## src/rtl/mem_port_arbiter.sv

```systemverilog
// ---------------------------------------------------------------------------
// mem_port_arbiter: IF/DM arbiter for a single-port RAM; define MEM_ARB_RR_EN for round-robin
// Revision: 1.0
// ---------------------------------------------------------------------------
`default_nettype none

module mem_port_arbiter #(
  parameter int ADDR_W  = 32,
  parameter int DATA_W  = 32,
  parameter int RAM_LAT = 1
) (
  input  logic              cpu_clk,
  input  logic              cpu_rst,
  input  logic              if_req,
  input  logic [ADDR_W-1:0] if_addr,
  output logic              if_gnt,
  output logic              if_rvalid,
  output logic [DATA_W-1:0] if_rdata,
  input  logic              dm_req,
  input  logic [3:0]        dm_we,
  input  logic [ADDR_W-1:0] dm_addr,
  input  logic [DATA_W-1:0] dm_wdata,
  output logic              dm_gnt,
  output logic              dm_rvalid,
  output logic [DATA_W-1:0] dm_rdata,
  output logic              ram_en,
  output logic [3:0]        ram_we,
  output logic [ADDR_W-1:0] ram_addr,
  output logic [DATA_W-1:0] ram_wdata,
  input  logic [DATA_W-1:0] ram_rdata
);

  localparam int CNT_W = (RAM_LAT < 2) ? 1 : $clog2(RAM_LAT + 1);
  localparam logic [CNT_W-1:0] LAT_LOAD = CNT_W'(RAM_LAT);
  localparam logic [CNT_W-1:0] CNT_ONE  = CNT_W'(1);
  localparam logic OWN_IF = 1'b0;
  localparam logic OWN_DM = 1'b1;

  logic [CNT_W-1:0] lat_cnt;
  logic             owner;
  logic             eligible;
  logic             if_win;
  logic             dm_win;
  logic             rd_issue;
  logic             ret_now;

  // Port is free when idle or when the outstanding read returns this cycle
  assign eligible = !cpu_rst && ((lat_cnt == '0) || (lat_cnt == CNT_ONE));

`ifdef MEM_ARB_RR_EN
  logic last;

  always_comb begin
    if_win = 1'b0;
    dm_win = 1'b0;
    if (eligible) begin
      if (if_req && dm_req) begin
        if (last == OWN_DM) if_win = 1'b1;
        else                dm_win = 1'b1;
      end else begin
        if_win = if_req;
        dm_win = dm_req;
      end
    end
  end

  always_ff @(posedge cpu_clk) begin
    if (cpu_rst)     last <= OWN_DM;
    else if (dm_win) last <= OWN_DM;
    else if (if_win) last <= OWN_IF;
  end
`else
  assign dm_win = eligible && dm_req;
  assign if_win = eligible && if_req && !dm_req;
`endif

  assign if_gnt   = if_win;
  assign dm_gnt   = dm_win;
  assign rd_issue = if_win || (dm_win && (dm_we == 4'b0000));

  always_comb begin
    ram_en    = 1'b0;
    ram_we    = 4'b0000;
    ram_addr  = '0;
    ram_wdata = '0;
    if (dm_win) begin
      ram_en    = 1'b1;
      ram_we    = dm_we;
      ram_addr  = dm_addr;
      ram_wdata = dm_wdata;
    end else if (if_win) begin
      ram_en    = 1'b1;
      ram_addr  = if_addr;
    end
  end

  assign ret_now   = !cpu_rst && (lat_cnt == CNT_ONE);
  assign if_rvalid = ret_now && (owner == OWN_IF);
  assign dm_rvalid = ret_now && (owner == OWN_DM);
  assign if_rdata  = ram_rdata;
  assign dm_rdata  = ram_rdata;

  // A new read reloads the counter; the returning read's owner is consumed first
  always_ff @(posedge cpu_clk) begin
    if (cpu_rst) begin
      lat_cnt <= '0;
      owner   <= OWN_IF;
    end else if (rd_issue) begin
      lat_cnt <= LAT_LOAD;
      owner   <= dm_win ? OWN_DM : OWN_IF;
    end else if (lat_cnt != '0) begin
      lat_cnt <= lat_cnt - CNT_ONE;
    end
  end

endmodule

`default_nettype wire

```

## config.mk

```make
export PLATFORM = sky130hd
export DESIGN_NAME = mem_port_arbiter
export DESIGN_NICKNAME = d
export VERILOG_FILES = /design/src/rtl/mem_port_arbiter.sv
export SDC_FILE = /design/constraint.sdc
export NUM_CORES = 1
export LEC_CHECK = 0
export ABC_CLOCK_PERIOD_IN_PS = 1100
export CORE_AREA = 4 4 105 107
export CTS_CLUSTER_DIAMETER = 40
export DETAILED_ROUTE_END_ITERATION = 10
export DIE_AREA = 0 0 109 111
export GPL_ROUTABILITY_DRIVEN = 0
export SLEW_MARGIN = 20
export SYNTH_ARGS = -nofsm -noshare
export SYNTH_HDL_FRONTEND = slang
export SYNTH_SLANG_ARGS = --single-unit
```

## constraint.sdc

```tcl
create_clock -name cpu_clk -period 1.1 [get_ports cpu_clk]
set_input_delay 0.165 -clock cpu_clk [delete_from_list [all_inputs] [get_ports cpu_clk]]
set_output_delay 0.165 -clock cpu_clk [all_outputs]
set_load 0.02 [all_outputs]
```

==> metrics.txt, run 1 <==
diode count 0; Slew Limit Fails 0; final net count 427; Reg-to-Reg Start owner$_SDFFE_PP0P_; endpoint arrival time on the critical path 1.14 ns; half-perimeter wire length after detailed placement 4.909 mm; overall power 1.603 mW; count of unique library cells instantiated by Yosys 19; signed area change from the synthesized netlist to the final layout 156.4%; largest net degree at the start of global routing 21; cell area after synthesis 1239 µm²; Req. time, crit path 0.94 ns; height of the die 111 µm; TritonCTS buffer count 3; # port buffers 176; share of cells above drive strength 1 50.17%; GRT Total Usage 9.485%; Seq/Total Area, Yosys 3.232%; number of sinks on the clock net 2; Hold Fails Final Rpt 0; Worst Hold Class input port to flop; final setup fails 71; number of optimization iterations in the first detailed-route pass 2; flop2flop setup slack 0.16 ns; Max H-tree Level 1; proportion of netlist area held by the largest area contributor 38.79%; time the final worst path needs with I/O delays and setup 1.300 ns; final cycle utilization of the critical path 118.2%; endpoint of the lowest-slack register-to-register path owner$_SDFFE_PP0P_; routed length per placed instance 15.68 µm; TritonCTS clock tree yes; setup repair after global routing missed its margin yes; largest cells by area after synthesis sky130_fd_sc_hd__buf_4 39%, sky130_fd_sc_hd__a22o_1 21%, sky130_fd_sc_hd__and2_1 18%; power density over cell area 504.7 nW/µm²; tightest slew margin relative to the limit 85.03%; worst-case clock buffer depth 2; Highest Clock Rate 0.7691 GHz; final worst-path setup slack -0.2003 ns; Synth area leader sky130_fd_sc_hd__buf_4; total detailed-routing wirelength 6.664 mm; leftover overflow at the end of global routing 0; largest fanout of any net on the critical path 18; number of warnings issued by yosys 0; Max VDD drop 0.0002400 V; die outline area 12100 µm²; number of nets with antenna violations after routing 0; violations in the final reports negative setup slack; number of violations of the max-capacitance limit 0; timing endpoint of the critical path ram_addr[1]; Synthesized Nets 291; final non-filler cell area 3176 µm²; wire length of the first global-routing pass 8.976 mm; I/O pin total 273; status complete, but fails checks; hold_buf cts 0; Mean Syn Cell Area 7.992 µm²; leakage power 1.412 nW; R2R cell count 4; 1st-iter DRT viols 32; site row count 37; area of the core 10140 µm²; synthesized instance count 155; critical path endpoint category primary output; Clock Skews 0 ns; FF+latch count, synth 2; clock latency on the worst-skew pair 0.22 ns; starting density of the core 12.22%; Clock Tree Root sky130_fd_sc_hd__clkbuf_8; CP Launch Point dm_req; Post-DP Area 2703 µm²; overall die width 109 µm; number of global-route vias before repair 1756; Worst Setup Start Kind input port; Remaining DRCs 0; Setup TNS Final -10.01 ns; Worst Tran Pin Value 0.2243 ns; vias after detailed routing 1598; clock slew at the register clock pins of the worst setup and hold paths 0.03 ns; final core occ 31.32%; WS Path Type input port to primary output; worst-case hold slack 0.2778 ns; post-DR vias/cell 3.760; antenna violations before repair 0
[per-stage QoR]
stage / worst slack (ns) / cells
after floorplan: -0.004207 / 155
after global placement: -1.028 / 402
after detailed placement: -1.060 / 402
after CTS: -0.2106 / 419
after global routing: -0.2309 / 425
final: -0.2003 / 425
[flip-flops by register name, indices dropped and copies added (netlist names)]
name / cells
owner: 1
lat_cnt: 1
[how the worst min path moves through the flow]
| stage | end | slack [ns] | depth (start not counted) | from |
|---|---|---|---|---|
| final | owner$_SDFFE_PP0P_ | 0.28 | 3 | cpu_rst |
| after global routing | owner$_SDFFE_PP0P_ | 0.29 | 3 | cpu_rst |
| after CTS | owner$_SDFFE_PP0P_ | 0.28 | 3 | cpu_rst |
| after detailed placement | dm_rdata[7] | 0.33 | 0 | ram_rdata[7] |
| after global placement | dm_rdata[7] | 0.33 | 0 | ram_rdata[7] |
| after floorplan | owner$_SDFFE_PP0P_ | 0.28 | 1 | cpu_rst |
[cell usage after synthesis]
| cell type | n |
|---|---|
| sky130_fd_sc_hd__or4_1 | 1 |
| sky130_fd_sc_hd__nand2b_4 | 1 |
| sky130_fd_sc_hd__or2_1 | 1 |
| sky130_fd_sc_hd__and2_1 | 36 |
| sky130_fd_sc_hd__clkbuf_1 | 1 |
| sky130_fd_sc_hd__buf_4 | 64 |
| sky130_fd_sc_hd__o21bai_1 | 1 |
| sky130_fd_sc_hd__nor3b_1 | 2 |
| sky130_fd_sc_hd__a22o_1 | 29 |
| sky130_fd_sc_hd__a22o_4 | 3 |
| sky130_fd_sc_hd__inv_4 | 1 |
| sky130_fd_sc_hd__nor3b_4 | 1 |
| sky130_fd_sc_hd__nor2b_1 | 1 |
| sky130_fd_sc_hd__buf_6 | 7 |
| sky130_fd_sc_hd__o32ai_1 | 1 |
| sky130_fd_sc_hd__inv_1 | 1 |
| sky130_fd_sc_hd__buf_2 | 1 |
| sky130_fd_sc_hd__clkbuf_2 | 1 |
| sky130_fd_sc_hd__dfxtp_1 | 2 |
[cells by family after synthesis]
kind of cell | count (synthesis) | share of synthesized area, %
simple gates | 43 | 23.64
compound gates | 34 | 26.06
buf+inv | 76 | 47.07
flops | 2 | 3.232
[worst max-delay path, cell delays in order]
cell                       delay [ns]
sky130_fd_sc_hd__buf_8           0.10
sky130_fd_sc_hd__buf_6           0.11
sky130_fd_sc_hd__nand2b_4        0.09
sky130_fd_sc_hd__clkinv_8        0.09
sky130_fd_sc_hd__buf_16          0.17
sky130_fd_sc_hd__a22o_4          0.27
sky130_fd_sc_hd__buf_6           0.13
[power by group]
group	switching (mW)	internal [mW]
combinational	0.442	0.784
sequential	0.00117	0.0757
clock	0.0672	0.232
total	0.510	1.09
[area by class of cell]
cell class,instances,area [µm²]
fill,1036,6963
timing repair buffer,205,2191
multi-input combinational,77,711.9
tap,136,170.2
sequential,2,41.29
clock buffer,3,41.29
inverter,2,20.02
[placed cells by master (no fill, tap or decap), types with 2 or more instances in the layout]
cell / Yosys / final
sky130_fd_sc_hd__a22o_1: 29 / 27
sky130_fd_sc_hd__a22o_4: 3 / 5
sky130_fd_sc_hd__and2_1: 36 / 13
sky130_fd_sc_hd__and2_4: 0 / 23
sky130_fd_sc_hd__buf_12: 0 / 6
sky130_fd_sc_hd__buf_16: 0 / 3
sky130_fd_sc_hd__buf_2: 1 / 13
sky130_fd_sc_hd__buf_4: 64 / 13
sky130_fd_sc_hd__buf_6: 7 / 65
sky130_fd_sc_hd__buf_8: 0 / 3
sky130_fd_sc_hd__clkbuf_16: 0 / 2
sky130_fd_sc_hd__clkbuf_8: 0 / 3
sky130_fd_sc_hd__clkdlybuf4s50_1: 0 / 98
sky130_fd_sc_hd__dlygate4sd2_1: 0 / 2
sky130_fd_sc_hd__nor3b_2: 0 / 2
[what timing repair did]
action	in CTS	in global routing
setup endpoints to repair	75	73
cloned	6	2
buffers inserted	8	6
pin swaps	13	19
endpoints found under the hold margin	0	0
gates resized for setup	440	40
[routing by layer]
metal,wire [µm],track usage (%),vias to the layer above
li1,-,-,737
met1,1892,7.571,725
met2,3806,20.11,122
met3,888,3.669,14
met4,77,2.441,0
met5,0,0,-
Note: power is estimated with default switching activity, not from simulation.
==> run 2, diff against run 1 <==
==> constraint.sdc (replaced) <==
create_clock -name cpu_clk -period 1.1 [get_ports cpu_clk]
set_input_delay 0.165 -clock cpu_clk [delete_from_list [all_inputs] [get_ports cpu_clk]]
set_output_delay 0.165 -clock cpu_clk [all_outputs]
set_load 0.005 [all_outputs]
==> metrics.txt, run 2 (synthesis results as in run 1) <==
Req. time, crit path 0.94 ns (about the same); Top Metal Used met4; power density over cell area 440.1 nW/µm² (-13%); final net count 443 (+3.7%); Max VDD drop 0.0002397 V (-0.11%); share of cells above drive strength 1 55.08% (+4.9 points); routed length per placed instance 16.02 µm (+2.1%); Crit path buffers/inverters 5 (unchanged); final worst-path setup slack -0.1897 ns (+0.01061 ns); wire length of the first global-routing pass 10.01 mm (+12%); wl on met1 2.187 mm (+16%); TritonCTS buffer count 3 (unchanged); time the final worst path needs with I/O delays and setup 1.290 ns (-0.01061 ns); area of the core 10140 µm² (unchanged); overall die width 109 µm (unchanged); crit path cell chain buf_6, nor3b_4, buf_6, buf_16, buf_6, a22o_4, buf_6; standard cell with the maximum stage delay on the critical path sky130_fd_sc_hd__a22o_4; number of optimization iterations in the first detailed-route pass 4 (+2); diode count 0 (unchanged); Worst Setup Start Kind input port; Detail Route met2 WL 3.870 mm (+1.7%); total detailed-routing wirelength 7.063 mm (+6.0%); signed area change from the synthesized netlist to the final layout 167.7%; Remaining DRCs 0 (unchanged); 1st-iter DRT viols 34 (+6.3%); number of violations of the max-capacitance limit 0 (unchanged); largest fanout of any net on the critical path 5 (-13); clock latency on the worst-skew pair 0.21 ns (about the same); Slew Limit Fails 0 (unchanged); TritonCTS clock tree yes; site row count 37 (unchanged); Setup TNS Final -6.763 ns (+3.245 ns); delay contributed by the slowest stage of the critical path 0.22 ns (-0.05 ns); post-DR vias/cell 3.773 (+0.35%); worst-case clock buffer depth 2 (unchanged); overall power 1.459 mW (-8.9%); violations in the final reports negative setup slack; Worst path most repeated cell sky130_fd_sc_hd__buf_6; Worst Hold Class input port to flop; GRT Total Usage 10.69% (+1.2 points); tightest slew margin relative to the limit 87.08% (+2.0 points); endpoint arrival time on the critical path 1.12 ns (-0.02 ns); die outline area 12100 µm² (unchanged); number of sinks on the clock net 2 (unchanged); starting density of the core 12.22% (unchanged); final cycle utilization of the critical path 117.2% (-0.96 points); number of nets with antenna violations after routing 0 (unchanged); largest net degree at the start of global routing 8 (-62%); clock slew at the register clock pins of the worst setup and hold paths 0.03 ns (about the same); Clock Tree Root sky130_fd_sc_hd__clkbuf_8; Worst Tran Pin Value 0.1937 ns (-0.03064 ns); WS Path Type input port to primary output; wire length on met3 864 µm (-2.7%); # port buffers 176 (unchanged); delay-heaviest family, CP buffers and inverters; leftover overflow at the end of global routing 0 (unchanged); Hold Fails Final Rpt 0 (unchanged); I/O pin total 273 (unchanged); height of the die 111 µm (unchanged); antenna violations before repair 0 (unchanged); largest registers lat_cnt: 1 flops, owner: 1 flops; critical path endpoint category primary output; vias after detailed routing 1664 (+4.1%); half-perimeter wire length after detailed placement 4.958 mm (+1.0%); leakage power 1.524 nW (+7.9%); most frequent cells in the layout 97 x sky130_fd_sc_hd__clkdlybuf4s50_1, 61 x sky130_fd_sc_hd__buf_6, 35 x sky130_fd_sc_hd__buf_2, 33 x sky130_fd_sc_hd__and2_4, 29 x sky130_fd_sc_hd__a22o_1; status complete, but fails checks; Highest Clock Rate 0.7754 GHz (+0.82%); hold_buf cts 0 (unchanged); number of global-route vias before repair 1788 (+1.8%); final setup fails 63 (-11%); setup repair after global routing missed its margin yes; Max H-tree Level 1 (unchanged); Clock Skews 0 ns (unchanged); most common library cell in the layout ignoring fill and taps sky130_fd_sc_hd__clkdlybuf4s50_1
==> run 2: changes by cell type in the layout (fill, tap and decap cells not counted), sizes merged <==
cell / before / now
dlymetal6s2s: 0 / 1
buf: 103 / 121
clkbuf: 5 / 3
clkdlybuf4s50: 98 / 97
==> run 2: final timing paths <==
path,start,to,slack (ns),cells past startpoint
min,cpu_rst,owner$_SDFFE_PP0P_,0.29,3
min reg2reg,owner$_SDFFE_PP0P_,owner$_SDFFE_PP0P_,0.62,3
max,if_req,ram_addr[8],-0.19,7
max reg2reg,owner$_SDFFE_PP0P_,owner$_SDFFE_PP0P_,0.27,3
==> run 2: metrics by stage <==
step | instances | hold WS [ns] | setup slack (ns) | util, % | instance area [µm²]
6_report | 441 | 0.2865 | -0.1897 | 32.70 | 3316
2_1_floorplan | 155 | 0.2802 | 0.1257 | - | 1239
5_1_grt | 441 | 0.2957 | -0.2459 | 32.70 | 3316
3_5_place_dp | 400 | 0.3301 | -0.9181 | 26.51 | 2688
4_1_cts | 447 | 0.2843 | -0.3074 | 32.86 | 3332
3_3_place_gp | 400 | 0.3301 | -0.9132 | 26.51 | 2688
==> run 2: metal layers <==
metal,vias up,track usage (%)
li1,772,-
met1,755,10.12
met2,121,21.29
met3,16,3.494
met4,0,2.694
met5,-,0
==> run 2: final cells by class <==
type,instances,area [µm²]
Timing Repair Buffer,221,2323
Clock buffer,3,41.29
Multi-Input combinational cell,77,719.4
Tap cell,136,170.2
Inverter,2,20.02
Sequential cell,2,41.29
Fill cell,1027,6823
==> run 2: report_power, final <==
group	switching (mW)	internal, mW	leakage (nW)	total (mW)
registers	0.000970	0.0758	0.0168	0.0768
clock network	0.0527	0.231	0.0216	0.284
logic	0.307	0.792	1.49	1.10
==> run 2: worst register-to-register path: stages, from the launching register on <==
cell,delay [ns]
sky130_fd_sc_hd__dfxtp_2,0.32
sky130_fd_sc_hd__inv_1,0.06
sky130_fd_sc_hd__buf_4,0.13
sky130_fd_sc_hd__o32ai_2,0.23
==> run 2: what timing repair did <==
action / in CTS / in global routing
pin swaps: 41 / 24
cloned: 10 / 0
setup endpoints to repair: 75 / 75
resized for setup: 401 / 40
endpoints found under the hold margin: 0 / 0
buffers inserted: 34 / 3
==> run 3, diff against run 2 <==
--- a/config.mk
+++ b/config.mk
@@ -5,8 +5,8 @@
 export SDC_FILE = /design/constraint.sdc
 export NUM_CORES = 1
 export LEC_CHECK = 0
-export ABC_CLOCK_PERIOD_IN_PS = 1100
 export CORE_AREA = 4 4 105 107
+export CTS_BUF_LIST = sky130_fd_sc_hd__clkbuf_16
 export CTS_CLUSTER_DIAMETER = 40
 export DETAILED_ROUTE_END_ITERATION = 10
 export DIE_AREA = 0 0 109 111
==> metrics.txt, run 3 (synthesis results as in run 1) <==
half-perimeter wire length after detailed placement 4.958 mm (unchanged); final non-filler cell area 3349 µm² (+1.0%); number of violations of the max-capacitance limit 0 (unchanged); Post-DP Area 2688 µm² (unchanged); sequential share of power 4.5% (-0.8 points); share of total power consumed by net switching 22.56% (-2.2 points); tightest slew margin relative to the limit 86.68% (-0.40 points); delay contributed by the slowest stage of the critical path 0.22 ns (about the same); final setup fails 63 (unchanged); final core occ 33.04% (+0.33 points); worst-case hold slack 0.2832 ns (-0.003295 ns); die outline area 12100 µm² (unchanged); worst-case clock buffer depth 2 (unchanged); site row count 37 (unchanged); number of sinks on the clock net 2 (unchanged); routed length per placed instance 15.97 µm (-0.31%); Highest Clock Rate 0.7754 GHz (about the same); time the final worst path needs with I/O delays and setup 1.290 ns (+0.00003400 ns); largest net degree at the start of global routing 8 (unchanged); critical path endpoint category primary output; number of global-route vias before repair 1789 (+0.056%); clock slew at the register clock pins of the worst setup and hold paths 0.03 ns (about the same); total placed cells including tap cells 400 (unchanged); most frequent cells in the layout 97 x sky130_fd_sc_hd__clkdlybuf4s50_1, 61 x sky130_fd_sc_hd__buf_6, 35 x sky130_fd_sc_hd__buf_2, 33 x sky130_fd_sc_hd__and2_4, 29 x sky130_fd_sc_hd__a22o_1; TritonCTS clock tree yes; diode count 0 (unchanged); internal portion of total power 1.330 mW (+21%); height of the die 111 µm (unchanged); GRT Total Usage 10.63% (-0.059 points); Worst Hold Class input port to flop; power density over cell area 512.7 nW/µm² (+16%); I/O pin total 273 (unchanged); fillers 1029 (+0.19%); wire length of the first global-routing pass 9.970 mm (-0.41%); Remaining DRCs 0 (unchanged); hold_buf cts 0 (unchanged); overall die width 109 µm (unchanged); vias after detailed routing 1669 (+0.30%); number of optimization iterations in the first detailed-route pass 4 (unchanged); Hold Fails Final Rpt 0 (unchanged); post-DR vias/cell 3.785 (+0.30%); total detailed-routing wirelength 7.041 mm (-0.31%); signed area change from the synthesized netlist to the final layout 170.4%; crit path cell chain buf_6, nor3b_4, buf_6, buf_16, buf_6, a22o_4, buf_6; WS Path Type input port to primary output; largest fanout of any net on the critical path 5 (unchanged); Req. time, crit path 0.94 ns (about the same); antenna violations before repair 0 (unchanged); starting density of the core 12.22% (unchanged); endpoint arrival time on the critical path 1.12 ns (about the same); Logic pwr share 63.9% (-11 points); leakage power 1.540 nW (+1.0%); violations in the final reports negative setup slack; Crit path buffers/inverters 5 (unchanged); # port buffers 176 (unchanged); leftover overflow at the end of global routing 0 (unchanged); area of the core 10140 µm² (unchanged); Worst Tran Pin Value 0.1998 ns (+0.006178 ns); clock network fraction of design power 31.6% (+12 points); setup repair after global routing missed its margin yes; standard cell with the maximum stage delay on the critical path sky130_fd_sc_hd__a22o_4; clock latency on the worst-skew pair 0.22 ns (about the same); final cycle utilization of the critical path 117.2% (about the same); delay-heaviest family, CP buffers and inverters; Worst path most repeated cell sky130_fd_sc_hd__buf_6; Worst Setup Start Kind input port; Clock Tree Root sky130_fd_sc_hd__clkbuf_16; Max H-tree Level 1 (unchanged); area occupied by multi-input gates 719.4 µm² (unchanged); status complete, but fails checks; final cell count without fillers 441 (unchanged); number of nets with antenna violations after routing 0 (unchanged); final net count 443 (unchanged); P_sw 387.4 µW (+7.4%); share of cells above drive strength 1 55.41% (+0.33 points); largest registers lat_cnt: 1 flops, owner: 1 flops; TritonCTS buffer count 3 (unchanged); 1st-iter DRT viols 42 (+24%); final worst-path setup slack -0.1897 ns (-0.00003400 ns); area occupied by registers 41.29 µm² (unchanged); Slew Limit Fails 0 (unchanged); Clock Skews 0 ns (unchanged); most common library cell in the layout ignoring fill and taps sky130_fd_sc_hd__clkdlybuf4s50_1; Max VDD drop 0.0003773 V (+57%)
run 3: cell type report:
cell class,count,area share (%)
Clock buffer,3,2.241
Inverter,2,0.5977
Multi-Input combinational cell,77,21.48
Sequential cell,2,1.233
Tap cell,136,5.080
Timing Repair Buffer,221,69.37
run 3: worst paths after layout:
path	startpoint	to	slack, ns	cells past startpoint
setup reg to reg	owner$_SDFFE_PP0P_	owner$_SDFFE_PP0P_	0.25	3
hold reg to reg	owner$_SDFFE_PP0P_	owner$_SDFFE_PP0P_	0.60	3
hold / removal	cpu_rst	owner$_SDFFE_PP0P_	0.28	3
setup / recovery	if_req	ram_addr[8]	-0.19	7
run 3: stage by stage:
step / worst slack (ns) / power (mW) / TNS, ns
after global routing: -0.2459 / 1.805 / -9.521
after floorplan: 0.1257 / 0.4792 / 0
after CTS: -0.3074 / 1.751 / -10.55
final: -0.1897 / 1.717 / -6.689
after global placement: -0.9132 / 0.9510 / -61.47
after detailed placement: -0.9181 / 0.9548 / -61.96
run 3: metal layers:
layer / part of all wire, % / track usage [%] / vias to the layer above
met4: 1.9 / 2.694 / 0
met2: 55 / 21.09 / 121
li1: - / - / 775
met5: 0 / 0 / -
met1: 31 / 10.12 / 759
met3: 12 / 3.494 / 14
run 3: timing repair:
| item | 4_1_cts | 5_1_grt |
|---|---|---|
| resized for setup | 402 | 40 |
| buffers inserted | 34 | 3 |
| endpoints found under the setup margin | 75 | 75 |
| gates cloned | 10 | 0 |
| pin swaps | 41 | 27 |
run 3: power groups by stage:
| stage | Combinational (mW) | Sequential (mW) | Clock [mW] |
|---|---|---|---|
| 2_1_floorplan | 0.402 | 0.0771 | 0 |
| 3_3_place_gp | 0.874 | 0.0773 | 0 |
| 3_5_place_dp | 0.877 | 0.0776 | 0 |
| 4_1_cts | 1.12 | 0.0769 | 0.550 |
| 5_1_grt | 1.17 | 0.0771 | 0.560 |
| 6_report | 1.10 | 0.0769 | 0.543 |
run 3: worst min-delay path, delay by kind of cell:
family | cells | cell delay (ns)
buffers and inverters | 2 | 0.20
AO/OA/AOI/OAI | 1 | 0.08
